[src/rtl/sub_fixed.sv]
// Registered sign-magnitude Q5.6 subtractor (diff = a - b) with overflow flag.
// Define SUB_FIXED_SAT_EN to saturate overflowing results instead of wrapping.
module sub_fixed #(
   parameter int WIDTH = 12,
   parameter int FRAC  = 6
) (
   input  logic             clk,
   input  logic             rst_n,
   input  logic             in_valid,
   input  logic [WIDTH-1:0] a,
   input  logic [WIDTH-1:0] b,
   output logic             out_valid,
   output logic [WIDTH-1:0] diff,
   output logic             overflow
);

   localparam int MW = WIDTH - 1;

   logic          sa, sb_eff;
   logic [MW-1:0] ma, mb;
   logic [MW:0]   sum;
   logic          res_sign;
   logic [MW-1:0] res_mag;
   logic          res_ovf;

   assign sa     = a[MW];
   assign sb_eff = ~b[MW];
   assign ma     = a[MW-1:0];
   assign mb     = b[MW-1:0];
   assign sum    = {1'b0, ma} + {1'b0, mb};

   // NOTE: every signal written here gets a default first, so no path leaves it unassigned and no latch is inferred.
   always_comb begin
      res_sign = sa;
      res_mag  = '0;
      res_ovf  = 1'b0;
      if (sa == sb_eff) begin
         res_ovf = sum[MW];
         if (sum[MW]) begin
`ifdef SUB_FIXED_SAT_EN
            res_mag = '1;
`else
            res_mag = sum[MW-1:0];
`endif
         end else begin
            res_mag = sum[MW-1:0];
         end
      end else if (ma >= mb) begin
         res_mag = ma - mb;
      end else begin
         res_sign = sb_eff;
         res_mag  = mb - ma;
      end
      // A zero magnitude is always +0; this also absorbs -0 operands.
      if (res_mag == '0) res_sign = 1'b0;
   end

   // NOTE: state is updated with non-blocking assignments so all registers sample the same pre-edge values.
   always_ff @(posedge clk or negedge rst_n) begin
      if (!rst_n) begin
         out_valid <= 1'b0;
         diff      <= '0;
         overflow  <= 1'b0;
      end else begin
         out_valid <= in_valid;
         if (in_valid) begin
            diff     <= {res_sign, res_mag};
            overflow <= res_ovf;
         end
      end
   end

endmodule

[config.mk]
export PLATFORM = sky130hd
export DESIGN_NAME = sub_fixed
export DESIGN_NICKNAME = d
export VERILOG_FILES = /design/src/rtl/sub_fixed.sv
export SDC_FILE = /design/constraint.sdc
export NUM_CORES = 1
export LEC_CHECK = 0
export ABC_CLOCK_PERIOD_IN_PS = 1300
export BUFFER_PORTS_ARGS = -buffer_cell sky130_fd_sc_hd__buf_4
export CAP_MARGIN = 10
export CORE_ASPECT_RATIO = 0.75
export CORE_MARGIN = 3
export CORE_UTILIZATION = 48
export CTS_CLUSTER_DIAMETER = 80
export CTS_CLUSTER_SIZE = 40
export DETAILED_ROUTE_END_ITERATION = 7
export GPL_TIMING_DRIVEN = 1
export PLACE_DENSITY = 0.7
export SLEW_MARGIN = 20
export SYNTH_ARGS = -nofsm -noshare
export SYNTH_HDL_FRONTEND = slang
export SYNTH_SLANG_ARGS = --single-unit
[constraint.sdc]
create_clock -name clk -period 1.3 [get_ports clk]
set_clock_uncertainty 0.15 [all_clocks]
set_input_delay 0.065 -clock clk [delete_from_list [all_inputs] [get_ports clk]]
set_output_delay 0.065 -clock clk [all_outputs]
set_load 0.03 [all_outputs]
==> PnR_summary.wiki, run 1 <==
{| class="wikitable"
! Metric !! Value
|-
| Run status || stopped before the end
|-
| Stopped at || 5_1_grt
|-
| First error line in the log || [ERROR GRT-0232] Routing congestion too high. Check the congestion heatmap in the GUI.
|-
| Maximum number of pins on one net before global-route repair || 19
|-
| Post-synth top area share || a little under a fifth
|-
| Total clock buffers created by CTS || 3
|-
| Total instance count after detailed placement || 432
|-
| HPWL after detailed placement || slightly below 6000 um
|-
| Most frequently used cell type in the post-synthesis netlist || sky130_fd_sc_hd__inv_1
|-
| Main synth FF type || sky130_fd_sc_hd__dfrtp_1
|-
| Commonest cells in the synthesized netlist || sky130_fd_sc_hd__inv_1 (36), sky130_fd_sc_hd__ha_1 (32), sky130_fd_sc_hd__nand2_1 (18)
|-
| Warnings, synthesis || 0
|-
| Number of top-level design ports || 41
|-
| Flip-flop and latch count after synthesis || 14
|-
| Worst EP kind || register data pin
|-
| Vert. Die Dim || 64.1 um
|-
| Total congestion overflow after global routing || 250
|-
| Register area share after synthesis || about 16%
|-
| Starting density of the core || 51.5%
|-
| Net Count, Synth || ~340
|-
| Die Wd || around 84 um
|-
| Number of library cell types mapped by synthesis || 62
|-
| Buffer levels on the longest clock path || 2
|-
| GRT Resource Usage Total || around 85%
|-
| Number of clock sinks seen by CTS || 14
|-
| Worst endpoint from the post-global-route timing repair || diff[11]$_DFFE_PN0P_/D
|-
| Most area-consuming cells after synthesis || sky130_fd_sc_hd__ha_1 (19%), sky130_fd_sc_hd__dfrtp_1 (16%), sky130_fd_sc_hd__inv_1 (6.2%), sky130_fd_sc_hd__mux2_2 (4.2%), sky130_fd_sc_hd__a21oi_1 (3.9%)
|-
| Summed instance area of the synthesized netlist || ~2200 um2
|-
| CTS H-tree depth || 1
|-
| CTS Root Buffer Type || sky130_fd_sc_hd__clkbuf_8
|-
| Number of enable flip-flop cells after synthesis || 0
|-
| Routability-driven placement congestion ratio || around 0.91
|-
| Number of standard cells after synthesis || roughly 270
|-
| Share of flip-flops with an asynchronous set or reset after synthesis || 100%
|-
| Port Buffers || 40
|-
| Post-Synthesis Mean Instance Area || roughly 7.9 um2
|-
| Post-synth top area cell || sky130_fd_sc_hd__ha_1
|-
| Row Count || 20
|}
per-layer routing:
layer | track usage [%] | overflow
met3 | 63.0 | 2
met4 | 95.6 | 80
met1 | 82.9 | 4
met5 | 7.07 | 0
met2 | 108 | 164
through the flow:
step / cell area [um2] / util, % / TNS, ps / worst slack [ps] / hold WS [ps]
global placement: 3280 / 78.1 / -12860 / -1230 / -231
CTS: 3910 / 93.0 / -8730 / -922 / 58.0
detailed placement: 3280 / 78.1 / -13220 / -1290 / -232
floorplan: 2400 / - / -8320 / -956 / -381
logic make-up after synthesis:
group | synth area share (%)
AOI/OAI and AO/OA | 25.8
and+or+nand+nor | 18.9
buffers and inverters | 9.60
adders and majority gates | 21.3
DFF | 16.2
xor gates and xnor gates | 3.64
muxes | 4.63
what timing repair did:
action | CTS
setup endpoints to repair | 12
gates resized for setup | 98
pin swaps | 57
hold buffers | 1
endpoints found under the hold margin | 14
buffers inserted | 14
==> run 2, diff against run 1 <==
--- a/config.mk
+++ b/config.mk
@@ -8,14 +8,11 @@
 export ABC_CLOCK_PERIOD_IN_PS = 1300
 export BUFFER_PORTS_ARGS = -buffer_cell sky130_fd_sc_hd__buf_4
 export CAP_MARGIN = 10
-export CORE_ASPECT_RATIO = 0.75
 export CORE_MARGIN = 3
-export CORE_UTILIZATION = 48
-export CTS_CLUSTER_DIAMETER = 80
-export CTS_CLUSTER_SIZE = 40
+export CORE_UTILIZATION = 33
 export DETAILED_ROUTE_END_ITERATION = 7
 export GPL_TIMING_DRIVEN = 1
-export PLACE_DENSITY = 0.7
+export PLACE_DENSITY_LB_ADDON = 0.15
 export SLEW_MARGIN = 20
 export SYNTH_ARGS = -nofsm -noshare
 export SYNTH_HDL_FRONTEND = slang
==> PnR_summary.wiki, run 2 <==
{| class="wikitable"
! Metric !! Value
|-
| Final-layout setup total negative slack || -9410 ps
|-
| Register area share after synthesis || 16.2% (unchanged)
|-
| Routability-driven placement congestion ratio || 0.883 (-3.2%)
|-
| Setup violation total in the final timing report || 12
|-
| GRT Resource Usage Total || between 20% and 30%
|-
| Total congestion overflow after global routing || 0
|-
| Routed length per instance || between 15 and 20 um
|-
| Initial DRC Count || about 200
|-
| Most area-consuming cells after synthesis || sky130_fd_sc_hd__ha_1 (19%), sky130_fd_sc_hd__dfrtp_1 (16%), sky130_fd_sc_hd__inv_1 (6.2%), sky130_fd_sc_hd__mux2_2 (4.2%), sky130_fd_sc_hd__a21oi_1 (3.9%)
|-
| Flip-flop count of the largest register after layout || 12
|-
| Commonest cells in the synthesized netlist || sky130_fd_sc_hd__inv_1 (36), sky130_fd_sc_hd__ha_1 (32), sky130_fd_sc_hd__nand2_1 (18)
|-
| Port Buffers || 40 (unchanged)
|-
| Routed via count divided by cell count || approximately 5.2
|-
| Worst-path cell chain || buf_12 > ha_4 > nand4_1 > nor3_2 > buf_4 > or3_4 > buf_4 > or3_4 > a31oi_4 > xnor2_2 > nor3b_2 > a31oi_1
|-
| Net Count, Synth || 335 (unchanged)
|-
| Failing checks || setup timing
|-
| Ratio of final minimum period to clock period || 176%
|-
| Arrival @ worst endpoint || 2250 ps
|-
| Area used by multi-input combinational logic || 2210 um2
|-
| Die Wd || 87.0 um (+4.1%)
|-
| Critical register-to-register path endpoint || diff[1]$_DFFE_PN0P_
|-
| Top library cells by usage in the layout, fill and taps aside || sky130_fd_sc_hd__buf_4 (107), sky130_fd_sc_hd__buf_6 (31), sky130_fd_sc_hd__inv_1 (20)
|-
| Main synth FF type || sky130_fd_sc_hd__dfrtp_1
|-
| Vert. Die Dim || 87.0 um (+36%)
|-
| Top Registers || diff: 12 flops, out_valid: 1 flops, overflow: 1 flops
|-
| Fin. max-slew vios || 0
|-
| CP Launch Type || input pin
|-
| Global-route wire length before repair || 12,500 um
|-
| Number of standard cells after synthesis || 273 (unchanged)
|-
| Register clock-pin slew on the reported worst setup and hold paths || about 60 ps
|-
| Number of search-and-repair iterations in the first detailed-routing pass || 4
|-
| Post-synthesis compound-gate area fraction || 25.8% (unchanged)
|-
| Flip-flop and latch count after synthesis || 14 (unchanged)
|-
| Die Outline Area || between 7000 and 8000 um2
|-
| Worst setup slack after layout || -990 ps
|-
| Cell area after layout || around 4200 um2
|-
| Dominant combinational cell family by area after synthesis || compound AO/OA/AOI/OAI gates
|-
| Number of enable flip-flop cells after synthesis || 0 (unchanged)
|-
| Register with the most flip-flops || diff
|-
| Final wirelength || 7590 um
|-
| Vias in the first global route || approximately 2,700
|-
| Most common cell after layout, fill and taps aside || sky130_fd_sc_hd__buf_4
|-
| Required @ worst endpoint || ~1300 ps
|-
| Xor/xnor share of the synthesized area || 3.64% (unchanged)
|-
| Post-synth top area cell || sky130_fd_sc_hd__ha_1
|-
| Start-to-end type of the worst setup path || in2reg
|-
| Critical-path cell with the highest stage delay || sky130_fd_sc_hd__or3_4
|-
| Highest ir drop seen on vdd || approximately 0.94 mV
|-
| Total via count in the routed design || around 2,500
|-
| DR DRC count || 0
|-
| Critical register-to-register path startpoint || diff[1]$_DFFE_PN0P_
|-
| Summed instance area of the synthesized netlist || 2160 um2 (unchanged)
|-
| Critical path peak fanout || 4
|-
| HPWL after detailed placement || 5560 um (-6.0%)
|-
| Buffer levels on the longest clock path || 2 (unchanged)
|-
| Worst-case headroom to the max-slew limit || around 68%
|-
| Power per cell area || 808 nW/um2
|-
| Final hold vios || 0
|-
| Measured slew at the worst slew-check pin || approximately 470 ps
|-
| Number of top-level design ports || 41 (unchanged)
|-
| Depth of the worst register-to-register path || 2
|-
| Layout Nets || roughly 480
|-
| CTS Root Buffer Type || sky130_fd_sc_hd__clkbuf_8
|-
| Post-Synthesis Mean Instance Area || 7.92 um2 (unchanged)
|-
| Total clock buffers created by CTS || 3 (unchanged)
|-
| Crit. End Element || flop
|-
| Minimum setup slack among reg-to-reg paths || 340 ps
|-
| Share of layout cells above drive strength 1 || around three fifths
|-
| Unrepaired setup endpoints after global routing || true
|-
| Antenna violations before repair || 0
|-
| Share of flip-flops with an asynchronous set or reset after synthesis || 100% (unchanged)
|-
| Worst-Skew Late Latency || roughly 240 ps
|-
| Row Count || 28 (+40%)
|-
| Max-cap violations || 0
|-
| Maximum number of pins on one net before global-route repair || 19
|-
| Synthesis-to-finish area growth || 95.0%
|-
| Area of all sequential standard cells || between 300 and 400 um2
|-
| Share of cell area taken by muxes after synthesis || 4.63% (unchanged)
|-
| Most frequently used cell type in the post-synthesis netlist || sky130_fd_sc_hd__inv_1
|-
| Warnings, synthesis || 0 (unchanged)
|-
| Crit path largest cell delay || around 390 ps
|-
| Post-synth top area share || 18.5% (unchanged)
|-
| Fillcell total || 440
|-
| Area of the core region || 6130 um2
|-
| Worst path top cell family by delay || simple AND/OR/NAND/NOR gates
|-
| Starting density of the core || 35.3% (-16 points)
|-
| Number of clock sinks seen by CTS || 14 (unchanged)
|-
| Worst Hold Class || in2async
|-
| Run status || complete, but fails checks
|-
| Clock period minus final worst setup slack || about 2300 ps
|-
| Worst path bufs/invs || 3
|-
| Pleak || roughly 1.9 nW
|-
| CTS tree || yes
|-
| Number of library cell types mapped by synthesis || 62 (unchanged)
|-
| Number of nets with antenna violations after detailed routing || 0
|-
| Area share of and/or/nand/nor cells after synthesis || 18.9% (unchanged)
|-
| CTS H-tree depth || 1 (unchanged)
|-
| Area after detailed placement || 3320 um2 (+1.1%)
|-
| Antenna Diode Count || 0
|-
| Adder and majority gate portion of the synthesized area || 21.3% (unchanged)
|-
| Fmax || 437 MHz
|}
[run 2: cell counts after synthesis]
No cell type changed its count.
[run 2: final cells by class]
| cell class | instances | area share (%) |
|---|---|---|
| tap | 75 | 2.22 |
| multi-input combinational | 209 | 52.4 |
| timing repair buffer | 149 | 31.5 |
| inverter | 36 | 4.33 |
| sequential | 14 | 8.31 |
| clock buffer | 4 | 1.31 |
[run 2: worst max path at each step]
stage | startpoint | end | slack (ps) | cells past startpoint
after floorplan | a[0] | diff[10]$_DFFE_PN0P_ | -960 | 11
after global placement | a[0] | diff[10]$_DFFE_PN0P_ | -1330 | 12
after detailed placement | a[0] | diff[11]$_DFFE_PN0P_ | -1340 | 13
after CTS | b[0] | diff[11]$_DFFE_PN0P_ | -990 | 12
after global routing | b[0] | diff[11]$_DFFE_PN0P_ | -1080 | 13
final | b[0] | diff[11]$_DFFE_PN0P_ | -990 | 12
[run 2: metal layers]
metal	vias to the layer above	GRT usage, %	share of wire, %
met5	-	0	0
met4	0	4.67	2.1
met3	13	1.14	4.2
met2	71	36.8	51
met1	1215	26.0	43
li1	1248	-	-
[run 2: metrics by stage]
| stage | worst slack (ps) | total power [mW] | utilization (%) | hold slack [ps] | cells |
|---|---|---|---|---|---|
| 2_1_floorplan | -956 | 1.68 | - | -381 | 273 |
| 3_3_place_gp | -1330 | 2.44 | 54.1 | -229 | 457 |
| 3_5_place_dp | -1340 | 2.46 | 54.1 | -227 | 457 |
| 4_1_cts | -993 | 3.28 | 66.4 | 54.6 | 486 |
| 5_1_grt | -1080 | 3.60 | 68.8 | 71.0 | 487 |
| 6_report | -990 | 3.41 | 68.8 | 57.5 | 487 |
[run 2: logic make-up after synthesis]
logic type,count (synthesis)
AOI/OAI and AO/OA,78
DFF,14
xor gates and xnor gates,9
adders and majority gates,35
muxes,9
buffers and inverters,50
and+or+nand+nor,78
[run 2: repair_timing]
item,in CTS,in global routing
pin swaps,48,27
hold buffers,1,0
endpoints found under the setup margin,12,12
endpoints found under the hold margin,14,0
buffers inserted,27,3
cloned,0,0
resized for setup,116,24
[run 2: power by group]
group | leakage [nW] | switching [mW] | internal (mW) | total (mW)
combinational | 1.72 | 1.16 | 1.23 | 2.38
sequential | 0.165 | 0.0604 | 0.546 | 0.606
clock | 0.0288 | 0.149 | 0.268 | 0.417
Power figures use the tool's default switching activity.
